--- config.mk ---
export PLATFORM = sky130hd
export DESIGN_NAME = fetch_unit_flat
export DESIGN_NICKNAME = d
export VERILOG_FILES = /design/src/rtl/fetch_unit_if.sv /design/src/rtl/fetch_unit.sv /design/src/flat_wrapper.sv
export SDC_FILE = /design/constraint.sdc
export NUM_CORES = 1
export LEC_CHECK = 0
export CORE_MARGIN = 3
export CORE_UTILIZATION = 55
export CTS_BUF_LIST = sky130_fd_sc_hd__clkbuf_16
export CTS_CLUSTER_DIAMETER = 100
export DETAILED_ROUTE_END_ITERATION = 10
export PLACE_DENSITY = 0.94
export SYNTH_ARGS = -nofsm -noshare
export SYNTH_HDL_FRONTEND = slang
export SYNTH_SLANG_ARGS = --single-unit
--- constraint.sdc ---
create_clock -name clk -period 4.6 [get_ports clk]
set_input_delay 0.69 -clock clk [delete_from_list [all_inputs] [get_ports clk]]
set_output_delay 0.69 -clock clk [all_outputs]
set_load 0.01 [all_outputs]
--- src/rtl/fetch_unit_if.sv ---
// fetch_unit_if: groups the instruction-ROM port, the redirect input and the
// downstream instruction handshake of the fetch stage.
//   master : the fetch unit (drives imem_req/imem_addr and inst_*)
//   slave  : the environment (ROM, branch resolution, decode)
//   imem_req/imem_addr/imem_rdata  : 1-cycle-latency synchronous ROM port
//   redirect_valid/redirect_pc     : taken branch/jump target, single-cycle pulse
//   inst_valid/inst_data/inst_pc   : FIFO head presented downstream
//   inst_ready                     : downstream accepts the head this cycle
interface fetch_unit_if;
  logic        imem_req;
  logic [31:0] imem_addr;
  logic [31:0] imem_rdata;
  logic        redirect_valid;
  logic [31:0] redirect_pc;
  logic        inst_valid;
  logic [31:0] inst_data;
  logic [31:0] inst_pc;
  logic        inst_ready;

  modport master (
    output imem_req, imem_addr, inst_valid, inst_data, inst_pc,
    input  imem_rdata, redirect_valid, redirect_pc, inst_ready
  );

  modport slave (
    input  imem_req, imem_addr, inst_valid, inst_data, inst_pc,
    output imem_rdata, redirect_valid, redirect_pc, inst_ready
  );
endinterface

--- src/rtl/fetch_unit.sv ---
// fetch_unit: instruction fetch stage. Issues sequential word-aligned PCs to a
// 1-cycle-latency ROM, buffers returned words with their PCs in a DEPTH-entry
// FIFO and presents the head downstream via valid/ready. A redirect flushes the
// FIFO and the outstanding response and restarts fetch at the new target.
//   clk     : core clock, rising edge
//   reset_n : asynchronous active-low reset
//   bus     : fetch_unit_if.master (ROM port, redirect, instruction handshake)
// Parameters: RESET_PC (first fetch address), DEPTH (FIFO entries, power of 2, >= 2)
module fetch_unit #(
  parameter logic [31:0] RESET_PC = 32'h0000_0000,
  parameter int unsigned DEPTH    = 2
) (
  input  logic          clk,
  input  logic          reset_n,
  fetch_unit_if.master  bus
);

  localparam int unsigned PW = $clog2(DEPTH);
  localparam int unsigned CW = $clog2(DEPTH + 1);

  logic [31:0]   fetch_pc_q, fetch_pc_d;
  logic [31:0]   pc_q, pc_d;
  logic          inflight_q, inflight_d;
  logic          kill_q, kill_d;
  logic [CW-1:0] count_q, count_d;
  logic [PW-1:0] head_q, head_d;
  logic [PW-1:0] tail_q, tail_d;
  logic [31:0]   mem_pc_q   [DEPTH];
  logic [31:0]   mem_data_q [DEPTH];

  logic          pop;
  logic          push;
  logic          req;
  logic [CW:0]   occ;

  // Low target bits are architecturally ignored.
  logic unused_redirect_lsbs;
  assign unused_redirect_lsbs = ^bus.redirect_pc[1:0];

  always_comb begin
    pop  = (count_q != '0) & bus.inst_ready;
    push = inflight_q & ~kill_q & ~bus.redirect_valid;
    // Occupancy the FIFO will have once the outstanding response lands, net of
    // this cycle's pop; a new request is only issued if it is guaranteed a slot.
    occ  = {1'b0, count_q} + (CW+1)'(inflight_q) - (CW+1)'(pop);
    req  = reset_n & ~bus.redirect_valid & (occ < (CW+1)'(DEPTH));

    fetch_pc_d = fetch_pc_q;
    pc_d       = pc_q;
    inflight_d = inflight_q;
    kill_d     = kill_q;
    count_d    = count_q;
    head_d     = head_q;
    tail_d     = tail_q;

    if (bus.redirect_valid) begin
      count_d    = '0;
      head_d     = '0;
      tail_d     = '0;
      fetch_pc_d = {bus.redirect_pc[31:2], 2'b00};
      kill_d     = 1'b0;
      inflight_d = 1'b0;
    end else begin
      if (req) begin
        fetch_pc_d = fetch_pc_q + 32'd4;
        pc_d       = fetch_pc_q;
      end
      inflight_d = req;
      // kill only drops one due response; redirect already suppresses the
      // request in its own cycle, so nothing outstanding survives a redirect.
      if (inflight_q && kill_q) kill_d = 1'b0;
      if (push) tail_d = tail_q + PW'(1);
      if (pop)  head_d = head_q + PW'(1);
      count_d = count_q + CW'(push) - CW'(pop);
    end
  end

  always_ff @(posedge clk or negedge reset_n) begin
    if (!reset_n) begin
      fetch_pc_q <= RESET_PC;
      pc_q       <= '0;
      inflight_q <= 1'b0;
      kill_q     <= 1'b0;
      count_q    <= '0;
      head_q     <= '0;
      tail_q     <= '0;
    end else begin
      fetch_pc_q <= fetch_pc_d;
      pc_q       <= pc_d;
      inflight_q <= inflight_d;
      kill_q     <= kill_d;
      count_q    <= count_d;
      head_q     <= head_d;
      tail_q     <= tail_d;
    end
  end

  always_ff @(posedge clk or negedge reset_n) begin
    if (!reset_n) begin
      for (int unsigned i = 0; i < DEPTH; i++) begin
        mem_pc_q[i]   <= '0;
        mem_data_q[i] <= '0;
      end
    end else if (push) begin
      mem_pc_q[tail_q]   <= pc_q;
      mem_data_q[tail_q] <= bus.imem_rdata;
    end
  end

  assign bus.imem_req   = req;
  assign bus.imem_addr  = fetch_pc_q;
  assign bus.inst_valid = (count_q != '0);
  assign bus.inst_data  = mem_data_q[head_q];
  assign bus.inst_pc    = mem_pc_q[head_q];

endmodule

--- src/flat_wrapper.sv ---
// flat-port wrapper written by rule: the top's interface ports become plain ports
module fetch_unit_flat 
#(
  parameter logic [31:0] RESET_PC = 32'h0000_0000,
  parameter int unsigned DEPTH    = 2
)
  (clk, reset_n, bus_imem_req, bus_imem_addr, bus_inst_valid, bus_inst_data, bus_inst_pc, bus_imem_rdata, bus_redirect_valid, bus_redirect_pc, bus_inst_ready);
  fetch_unit_if bus_i ();
  input  logic clk;
  input  logic reset_n;
  output wire logic [$bits(bus_i.imem_req)-1:0] bus_imem_req;
  output wire logic [$bits(bus_i.imem_addr)-1:0] bus_imem_addr;
  output wire logic [$bits(bus_i.inst_valid)-1:0] bus_inst_valid;
  output wire logic [$bits(bus_i.inst_data)-1:0] bus_inst_data;
  output wire logic [$bits(bus_i.inst_pc)-1:0] bus_inst_pc;
  input wire logic [$bits(bus_i.imem_rdata)-1:0] bus_imem_rdata;
  input wire logic [$bits(bus_i.redirect_valid)-1:0] bus_redirect_valid;
  input wire logic [$bits(bus_i.redirect_pc)-1:0] bus_redirect_pc;
  input wire logic [$bits(bus_i.inst_ready)-1:0] bus_inst_ready;
  assign bus_imem_req = bus_i.imem_req;
  assign bus_imem_addr = bus_i.imem_addr;
  assign bus_inst_valid = bus_i.inst_valid;
  assign bus_inst_data = bus_i.inst_data;
  assign bus_inst_pc = bus_i.inst_pc;
  assign bus_i.imem_rdata = bus_imem_rdata;
  assign bus_i.redirect_valid = bus_redirect_valid;
  assign bus_i.redirect_pc = bus_redirect_pc;
  assign bus_i.inst_ready = bus_inst_ready;
  fetch_unit #(.RESET_PC(RESET_PC), .DEPTH(DEPTH)) u_core (.clk(clk), .reset_n(reset_n), .bus(bus_i));
endmodule
Word-level counts from Yosys, hierarchy flattened
Cells that the tools add are included.

$add $sub $neg: 7. Magnitude comparators: 4. Multiplexer cells: 20. Bitwise logic cells: 9. Reductions and logical operators: 8.

Operator list (number): $mux 32 (9); $bwmux 64 (2); $add 32x3->32 const B (1); $demux 32 s1 (1); $reduce_bool 2->1 (5); $mux 1 (7); $and 1x1->1 (5); $ge 2x2->1 const B (2); $not 1->2 (2); $add 2x1->3 (1); $lt 3x2->1 const B (1); $sub 3x1->3 (1); $add 1x1->1 const B (2); $add 2x1->2 (1); $logic_and 1x1->1 (2); $lt 2x1->1 const B (1); $mux 2 (1); $not 1->1 (2); $reduce_and 2->1 (1); $sub 2x1->2 (1).

Flip-flop bits (word level): 198. Output and inout port bits: 98. Word-level logic and storage cells: 59.

Longest topological paths before layout
Gate-level depths: netlist (run 1).

Depth after elaboration: 7. Gate-level depth with buffers: 12. Depth with buffers taken out: 10.

Least setup slack after synthesis (run 1)
OpenSTA, ideal clock, no wires.

Path type: register -> output. From: register u_core.count_q[1]. To: output bus_imem_req. Arrival time: 2417 ps. Path slack: 1493 ps. Stages on the path, launching flop included: 11. Cell sequence: dfrtp_1 -> or2_2 -> nand2_1 -> nor2_1 -> fa_1 -> xor2_1 -> or3_1 -> buf_2 -> inv_2 -> buf_4 -> buf_2.

Word-level cells in the longest chain between the ends: 5.

RTL lines: start: declaration (line fetch_unit.sv:25) `logic [CW-1:0] count_q, count_d;`; start signal: assignment (line fetch_unit.sv:92) `count_q <= count_d;`; $reduce_bool 2->1; via bus_inst_valid (line flat_wrapper.sv:13) `output wire logic [$bits(bus_i.inst_valid)-1:0] bus_inst_valid;`; $and 1x1->1 (line fetch_unit.sv:41) `pop = (count_q != '0) & bus.inst_ready;`; $sub 3x1->3 (line fetch_unit.sv:45) `occ = {1'b0, count_q} + (CW+1)'(inflight_q) - (CW+1)'(pop);`; $lt 3x2->1 (line fetch_unit.sv:46) `req = reset_n & ~bus.redirect_valid & (occ < (CW+1)'(DEPTH));`; $and 1x1->1 (line fetch_unit.sv:46); end: declaration (line flat_wrapper.sv:11) `output wire logic [$bits(bus_i.imem_req)-1:0] bus_imem_req;`.

The timed path passes the listed nets, and every way through them passes these cells.

Worst setup path in the final report (run 1)
From: input bus_inst_ready. To: output bus_imem_req.

Word-level cells in the longest chain between the ends: 4.

RTL lines: start: declaration (line flat_wrapper.sv:19) `input wire logic [$bits(bus_i.inst_ready)-1:0] bus_inst_ready;`; $and 1x1->1 (line fetch_unit.sv:41); $sub 3x1->3 (line fetch_unit.sv:45); $lt 3x2->1 (line fetch_unit.sv:46); $and 1x1->1 (line fetch_unit.sv:46).

Every way passes these cells.

==> results of run 1 <==
==> flip-flops by register name, summed over array words and instances, names as in the netlist <==
name	count
u_core.tail_q	1
u_core.mem_data_q	64
u_core.bus.imem_addr	30
u_core.head_q	1
u_core.mem_pc_q	60
u_core.count_q	2
u_core.inflight_q	1
u_core.pc_q	30
==> how the worst max path moves through the flow <==
| stage | to | depth (start not counted) | slack [ns] | startpoint |
|---|---|---|---|---|
| after floorplan | bus_imem_req | 10 | 1.49 | u_core.count_q[1]$_DFF_PN0_ |
| after global placement | u_core.bus.imem_addr[25]$_DFFE_PN0P_ | 11 | 0.59 | bus_inst_ready |
| after detailed placement | u_core.bus.imem_addr[25]$_DFFE_PN0P_ | 11 | 0.50 | bus_inst_ready |
| after CTS | bus_imem_req | 8 | 0.52 | bus_inst_ready |
| after global routing | bus_imem_req | 8 | 0.42 | bus_inst_ready |
| final | bus_imem_req | 8 | 0.52 | bus_inst_ready |
==> cell type report <==
| cell class | count | area share |
|---|---|---|
| multi-input cells | 459 | 0.330 |
| inverters | 11 | 0.00377 |
| clock inverters | 15 | 0.0199 |
| flip-flops and latches | 189 | 0.432 |
| well taps | 184 | 0.0210 |
| repair buffers | 169 | 0.155 |
| clock buffers | 17 | 0.0388 |
==> synthesized netlist by cell type (3+ instances only) <==
| cell type | n |
|---|---|
| sky130_fd_sc_hd__a221o_1 | 6 |
| sky130_fd_sc_hd__a31oi_1 | 5 |
| sky130_fd_sc_hd__and2_1 | 4 |
| sky130_fd_sc_hd__and3_1 | 4 |
| sky130_fd_sc_hd__buf_1 | 5 |
| sky130_fd_sc_hd__buf_2 | 12 |
| sky130_fd_sc_hd__buf_4 | 5 |
| sky130_fd_sc_hd__clkbuf_1 | 19 |
| sky130_fd_sc_hd__dfrtp_1 | 189 |
| sky130_fd_sc_hd__ha_1 | 3 |
| sky130_fd_sc_hd__inv_1 | 10 |
| sky130_fd_sc_hd__mux2_2 | 186 |
| sky130_fd_sc_hd__nand2_1 | 120 |
| sky130_fd_sc_hd__nand3_1 | 18 |
| sky130_fd_sc_hd__nand4_1 | 8 |
| sky130_fd_sc_hd__nor2_1 | 15 |
| sky130_fd_sc_hd__nor2b_1 | 3 |
| sky130_fd_sc_hd__nor3_1 | 5 |
| sky130_fd_sc_hd__nor4_1 | 3 |
| sky130_fd_sc_hd__o211ai_1 | 9 |
| sky130_fd_sc_hd__o21ai_0 | 15 |
| sky130_fd_sc_hd__o221ai_1 | 3 |
| sky130_fd_sc_hd__o311ai_0 | 7 |
| sky130_fd_sc_hd__or3_1 | 4 |
| sky130_fd_sc_hd__or4_1 | 3 |
| sky130_fd_sc_hd__xnor2_1 | 3 |
| sky130_fd_sc_hd__xor2_1 | 6 |
==> metal layers <==
metal  vias to the layer above  routed length (um)
li1                       2770                   -
met1                      3121                8240
met2                       272               10100
met3                        34                1680
met4                         0                 378
met5                         -                   0
==> metrics by stage <==
step | power [mW] | hold slack [ns] | setup WS (ns)
floorplan | 4.31 | 0.394 | 1.49
global placement | 5.51 | 0.481 | 0.592
detailed placement | 5.63 | 0.486 | 0.504
CTS | 7.27 | 0.503 | 0.525
global route | 7.65 | 0.514 | 0.419
finish | 7.23 | 0.496 | 0.517
==> power groups by stage <==
stage / combinational (mW) / sequential, mW / clock (mW)
floorplan: 1.67 / 2.65 / 0
global placement: 2.76 / 2.75 / 0
detailed placement: 2.83 / 2.80 / 0
CTS: 2.86 / 2.79 / 1.62
global route: 3.08 / 2.88 / 1.69
finish: 2.83 / 2.80 / 1.60
==> cells by family after synthesis <==
group,count (synthesis),share of synthesized area
XOR/XNOR,9,0.00921
multiplexers,188,0.247
other,1,0.000438
AND/OR/NAND/NOR,197,0.106
AO/OA/AOI/OAI,57,0.0497
adder cells (fa/ha/maj),4,0.00673
buffers and inverters,53,0.0281
flip-flops,189,0.553
==> results.json, run 1 <==
{
  "globalRouteMet1Util": 0.329,
  "grt_first_pass_wirelength_um": 33300,
  "report.final.hold_viol_count": 0,
  "timing_worst_slew_pin_value_ns": 0.979,
  "hold_class": "in2async",
  "r2r.worst_path.cells": 11,
  "setup_viol_count_final": 0,
  "post_synth_main_area_contributors": "sky130_fd_sc_hd__dfrtp_1 (55%), sky130_fd_sc_hd__mux2_2 (24%), sky130_fd_sc_hd__nand2_1 (5.3%)",
  "critPathRequiredTime_ns": 3.91,
  "drt_iter0_drc": 533,
  "use_met3": 0.0659,
  "outcome": "complete, no violations",
  "ys_ff_latch": 189,
  "critical_path.n_buffers_inverters": 3,
  "core_region_area_mm2": 0.0149,
  "grt_util_all_layers": 0.250,
  "clkSlewWorstSetupHoldPaths_ns": 0.07,
  "power.sequential.fraction": 0.387,
  "worst_ir_drop_vdd_mv": 0.438,
  "drv.max_cap_violation_count": 0,
  "clock-sinks": 189,
  "dp_cells": 1012,
  "finalCritPeriodShare": 0.888,
  "startpoint_type_of_the_worst_setup_path": "input port",
  "crit_path_max_delay_cell_type": "sky130_fd_sc_hd__or3_2",
  "timing.final.crit_period_ns": 4.08,
  "postPlaceCellArea_mm2": 0.0103,
  "path_class": "in2out",
  "multi_input_area_mm2": 0.00361,
  "cts_setup_buffers": 0,
  "met2_usage": 0.403,
  "route.detailed.drc": 0,
  "synthFlopType": "sky130_fd_sc_hd__dfrtp_1",
  "htreeDepth": 4,
  "maxSlewViolCount": 0,
  "dr_total_vias": 6197,
  "finish.instance_area_mm2": 0.0110,
  "slew_headroom": 0.347,
  "syn_area_mm2": 0.00856,
  "floorplan.die.height_um": 131,
  "fin_tns_setup_ns": 0,
  "regToRegSetupSlack_ns": 0.96,
  "clock_latency_ns": 0.43,
  "grt_start_max_net_pins": 190,
  "combinational_power_share": 0.392,
  "finalWeightedCongestion": 0.868,
  "number_of_cells_in_the_finished_layout_apart_from_fillers": 1044,
  "leak_nw": 4.91,
  "cts_hold_repair.buffers": 0,
  "critical_path.max_stage_delay_ns": 0.68,
  "drive_gt1_frac": 0.281,
  "grt_most_used_layer": "met2",
  "regArea_mm2": 0.00473,
  "timing.critical_path.cells": "clkdlybuf4s50_1 -> xor2_1 -> nand2_1 -> fa_1 -> xor2_1 -> or3_2 -> inv_2 -> clkdlybuf4s50_1",
  "finClkSkew_ns": 0.00888,
  "floorplan.die_area_mm2": 0.0171,
  "share_of_the_yosys_chip_area_belonging_to_registers": 0.553,
  "critPathArrivalTime_ns": 3.39,
  "synth-edff-count": 0,
  "port_buffers": 159,
  "cpLargestDelayFamily": "buffers and inverters",
  "die_width_um": 131,
  "netlist.area_leader.share": 0.553,
  "vias_per_cell": 5.94,
  "post_synth.cell_area_avg_um2": 12.3,
  "floorplan.initialDensity": 0.576,
  "power.switching_fraction": 0.321,
  "detail_route.wirelength_um": 20400,
  "antenna_violating_nets_post_route": 0,
  "yosysUniqueCellTypes": 51,
  "first_pass_iters": 5,
  "internal_power_mw": 4.91,
  "layout.filler_cells": 939,
  "capturing_element_type_of_the_critical_path": "output pin",
  "cts-root-to-sink-buffers": 2,
  "diodes": 0,
  "design.final.nets": 919,
  "gate_count_post_synth": 698,
  "grt_overflow_total": 0,
  "tritoncts": "done",
  "cts_inserted_buffers": 17,
  "asyncSetResetFlopFracSynth": 1.00,
  "rr_startpoint": "u_core.count_q[1]$_DFF_PN0_",
  "crit_path_max_fanout": 21,
  "placementRows": 44,
  "yosys.area.top_type": "sky130_fd_sc_hd__dfrtp_1",
  "floorplan.io_pins": 166,
  "cts-resized-gates": 0,
  "post_detail_place_hpwl_um": 13100,
  "worstReg2RegEnd": "u_core.bus.imem_addr[25]$_DFFE_PN0P_",
  "power.density_mw_per_mm2": 660,
  "utilization": 0.737,
  "commonest_cells_after_routing_fill_and_taps_aside": "sky130_fd_sc_hd__dfrtp_1 (188), sky130_fd_sc_hd__mux2_2 (186), sky130_fd_sc_hd__clkdlybuf4s50_1 (158)",
  "cts_root_buf": "sky130_fd_sc_hd__clkbuf_16",
  "areaGrowthSynthToFinish_pct": 28.0,
  "setup_repair_after_global_routing_missed_its_margin": "no",
  "fmaxAchievable_ghz": 0.245,
  "power.net_switching_mw": 2.32,
  "number_of_antenna_violations_at_the_first_check_in_global_routing": 0,
  "share_clk_of_total_power": 0.221,
  "wire_per_inst_um": 19.6,
  "grt_pass1_vias": 6470,
  "layout_commonest_cell": "sky130_fd_sc_hd__dfrtp_1",
  "synth-warning-count": 0
}
Note: power is estimated with default switching activity, not from simulation.
==> run 2, diff against run 1 <==
--- a/config.mk
+++ b/config.mk
@@ -10,6 +10,7 @@
 export CTS_BUF_LIST = sky130_fd_sc_hd__clkbuf_16
 export CTS_CLUSTER_DIAMETER = 100
 export DETAILED_ROUTE_END_ITERATION = 10
+export GPL_ROUTABILITY_DRIVEN = 0
 export PLACE_DENSITY = 0.94
 export SYNTH_ARGS = -nofsm -noshare
 export SYNTH_HDL_FRONTEND = slang
==> results of run 2 <==
The final DEF is identical to that of run 1; final timing and power are the same.
==> run 3, diff against run 2 <==
--- a/config.mk
+++ b/config.mk
@@ -9,9 +9,11 @@
 export CORE_UTILIZATION = 55
 export CTS_BUF_LIST = sky130_fd_sc_hd__clkbuf_16
 export CTS_CLUSTER_DIAMETER = 100
+export CTS_CLUSTER_SIZE = 10
 export DETAILED_ROUTE_END_ITERATION = 10
 export GPL_ROUTABILITY_DRIVEN = 0
 export PLACE_DENSITY = 0.94
+export SETUP_SLACK_MARGIN = 0.5
 export SYNTH_ARGS = -nofsm -noshare
 export SYNTH_HDL_FRONTEND = slang
 export SYNTH_SLANG_ARGS = --single-unit
==> results.json, run 3 (same netlist as run 1, synthesis figures left out) <==
{
  "drive_gt1_frac": 0.281,
  "share_clk_of_total_power": 0.221,
  "largest_register_ff_count": 64,
  "finalCritPeriodShare": 0.848,
  "cts_hold_repair.buffers": 0,
  "antenna_violating_nets_post_route": 0,
  "r2r.worst_path.cells": 11,
  "clock-sinks": 189,
  "floorplan.io_pins": 166,
  "number_of_antenna_violations_at_the_first_check_in_global_routing": 0,
  "route.detailed.drc": 0,
  "timing.critical_path.cells": "clkdlybuf4s50_1 -> xor2_1 -> nand2_1 -> fa_1 -> xor2_1 -> or3_4 -> inv_2 -> clkdlybuf4s50_1",
  "timing_worst_slew_pin_value_ns": 0.960,
  "areaGrowthSynthToFinish_pct": 28.0,
  "leading_registers_by_flop_count": "u_core.mem_data_q: 64 flops, u_core.mem_pc_q: 60 flops",
  "dr_total_vias": 6191,
  "fmaxAchievable_ghz": 0.256,
  "wire_per_inst_um": 19.6,
  "hold_class": "reg2reg",
  "critical_path.max_stage_delay_ns": 0.53,
  "drt_iter0_drc": 511,
  "leak_nw": 4.91,
  "power.density_mw_per_mm2": 660,
  "critPathRequiredTime_ns": 3.91,
  "floorplan.die.height_um": 131,
  "maxSlewViolCount": 0,
  "power.sequential.fraction": 0.386,
  "cts-root-to-sink-buffers": 2,
  "drv.max_cap_violation_count": 0,
  "number_of_cells_in_the_finished_layout_apart_from_fillers": 1044,
  "cts_inserted_buffers": 17,
  "tritoncts": "done",
  "fin_tns_setup_ns": 0,
  "power.net_switching_mw": 2.33,
  "commonest_cells_after_routing_fill_and_taps_aside": "sky130_fd_sc_hd__dfrtp_1 (188), sky130_fd_sc_hd__mux2_2 (186), sky130_fd_sc_hd__clkdlybuf4s50_1 (158)",
  "path_class": "in2out",
  "placementRows": 44,
  "registers.top_by_ff_count": "u_core.mem_data_q",
  "setup_viol_count_final": 0,
  "grt_first_pass_wirelength_um": 33300,
  "floorplan.die_area_mm2": 0.0171,
  "design.final.nets": 919,
  "timing.final.crit_period_ns": 3.90,
  "detail_route.wirelength_um": 20400,
  "worst_ir_drop_vdd_mv": 0.437,
  "first_pass_iters": 5,
  "cts_root_buf": "sky130_fd_sc_hd__clkbuf_16",
  "finClkSkew_ns": 0.00986,
  "die_width_um": 131,
  "hold-worst-slack_ns": 0.500,
  "htreeDepth": 4,
  "internal_power_mw": 4.91,
  "clkSlewWorstSetupHoldPaths_ns": 0.06,
  "combinational_power_share": 0.393,
  "floorplan.initialDensity": 0.576,
  "report.final.hold_viol_count": 0,
  "diodes": 0,
  "startpoint_type_of_the_worst_setup_path": "input port",
  "outcome": "complete, no violations",
  "grt_start_max_net_pins": 190,
  "layout_commonest_cell": "sky130_fd_sc_hd__dfrtp_1",
  "crit_path_max_delay_cell_type": "sky130_fd_sc_hd__clkdlybuf4s50_1",
  "dp_cells": 1012,
  "core_region_area_mm2": 0.0149,
  "vias_per_cell": 5.93,
  "clock_latency_ns": 0.43,
  "crit_path_max_fanout": 21,
  "grt_overflow_total": 0,
  "post_detail_place_hpwl_um": 13100,
  "port_buffers": 159,
  "critPathArrivalTime_ns": 3.21,
  "power.switching_fraction": 0.321,
  "grt_util_all_layers": 0.250,
  "grt_pass1_vias": 6470,
  "slew_headroom": 0.360,
  "capturing_element_type_of_the_critical_path": "output pin",
  "setup_repair_after_global_routing_missed_its_margin": "no",
  "worstHoldPathCells": 1
}
-- run 3: layout make-up --
type | count | area [um^2]
Clock buffer | 17 | 425
Clock inverter | 15 | 218
Fill cell | 940 | 3910
Inverter | 11 | 41.3
Multi-Input combinational cell | 459 | 3610
Sequential cell | 189 | 4730
Tap cell | 184 | 230
Timing Repair Buffer | 169 | 1700
-- run 3: stage by stage --
| stage | total power [mW] | utilization | setup slack (ns) | cell area [um^2] |
|---|---|---|---|---|
| floorplan | 4.31 | - | 1.49 | 8570 |
| global placement | 5.51 | 0.694 | 0.592 | 10300 |
| detailed placement | 5.63 | 0.694 | 0.504 | 10300 |
| CTS | 7.27 | 0.737 | 0.525 | 11000 |
| global route | 7.65 | 0.737 | 0.626 | 11000 |
| finish | 7.23 | 0.737 | 0.699 | 11000 |
-- run 3: timing repair --
item                                    in CTS  in global routing
buffers inserted                             0                  0
resized for setup                            0                  1
hold endpoints to repair                     0                  0
endpoints found under the setup margin       0                  1
-- run 3: power by group through the flow --
stage,clock [mW],combinational (mW),sequential (mW)
after floorplan,0,1.67,2.65
after global placement,0,2.76,2.75
after detailed placement,0,2.83,2.80
after CTS,1.62,2.86,2.79
after global routing,1.69,3.08,2.88
final,1.60,2.84,2.80
-- run 3: path summary, 6_finish.rpt --
kind | startpoint | to | slack, ns
worst max-delay path | bus_inst_ready | bus_imem_req | 0.70
worst min-delay path | u_core.mem_pc_q[24]$_DFFE_PN0P_ | u_core.mem_pc_q[24]$_DFFE_PN0P_ | 0.50
worst max register to register | u_core.count_q[1]$_DFF_PN0_ | u_core.bus.imem_addr[25]$_DFFE_PN0P_ | 1.13
worst min register to register | u_core.mem_pc_q[24]$_DFFE_PN0P_ | u_core.mem_pc_q[24]$_DFFE_PN0P_ | 0.50
max in group asynchronous | reset_n | u_core.head_q$_DFFE_PN0P_ | 3.38
min in group asynchronous | reset_n | u_core.mem_pc_q[44]$_DFFE_PN0P_ | 0.51
-- run 3: per-layer routing --
layer,vias to the layer above,wire (um),track usage
li1,2766,-,-
met1,3120,8200,0.329
met2,269,10100,0.403
met3,36,1750,0.0659
met4,0,380,0.0913
met5,-,0,0
-- run 3: worst max-delay path, delay by kind of cell --
family | cells | cell delay (ns)
buf+inv | 3 | 1.13
fa+ha+maj | 1 | 0.39
xor+xnor | 2 | 0.38
simple gates | 2 | 0.60
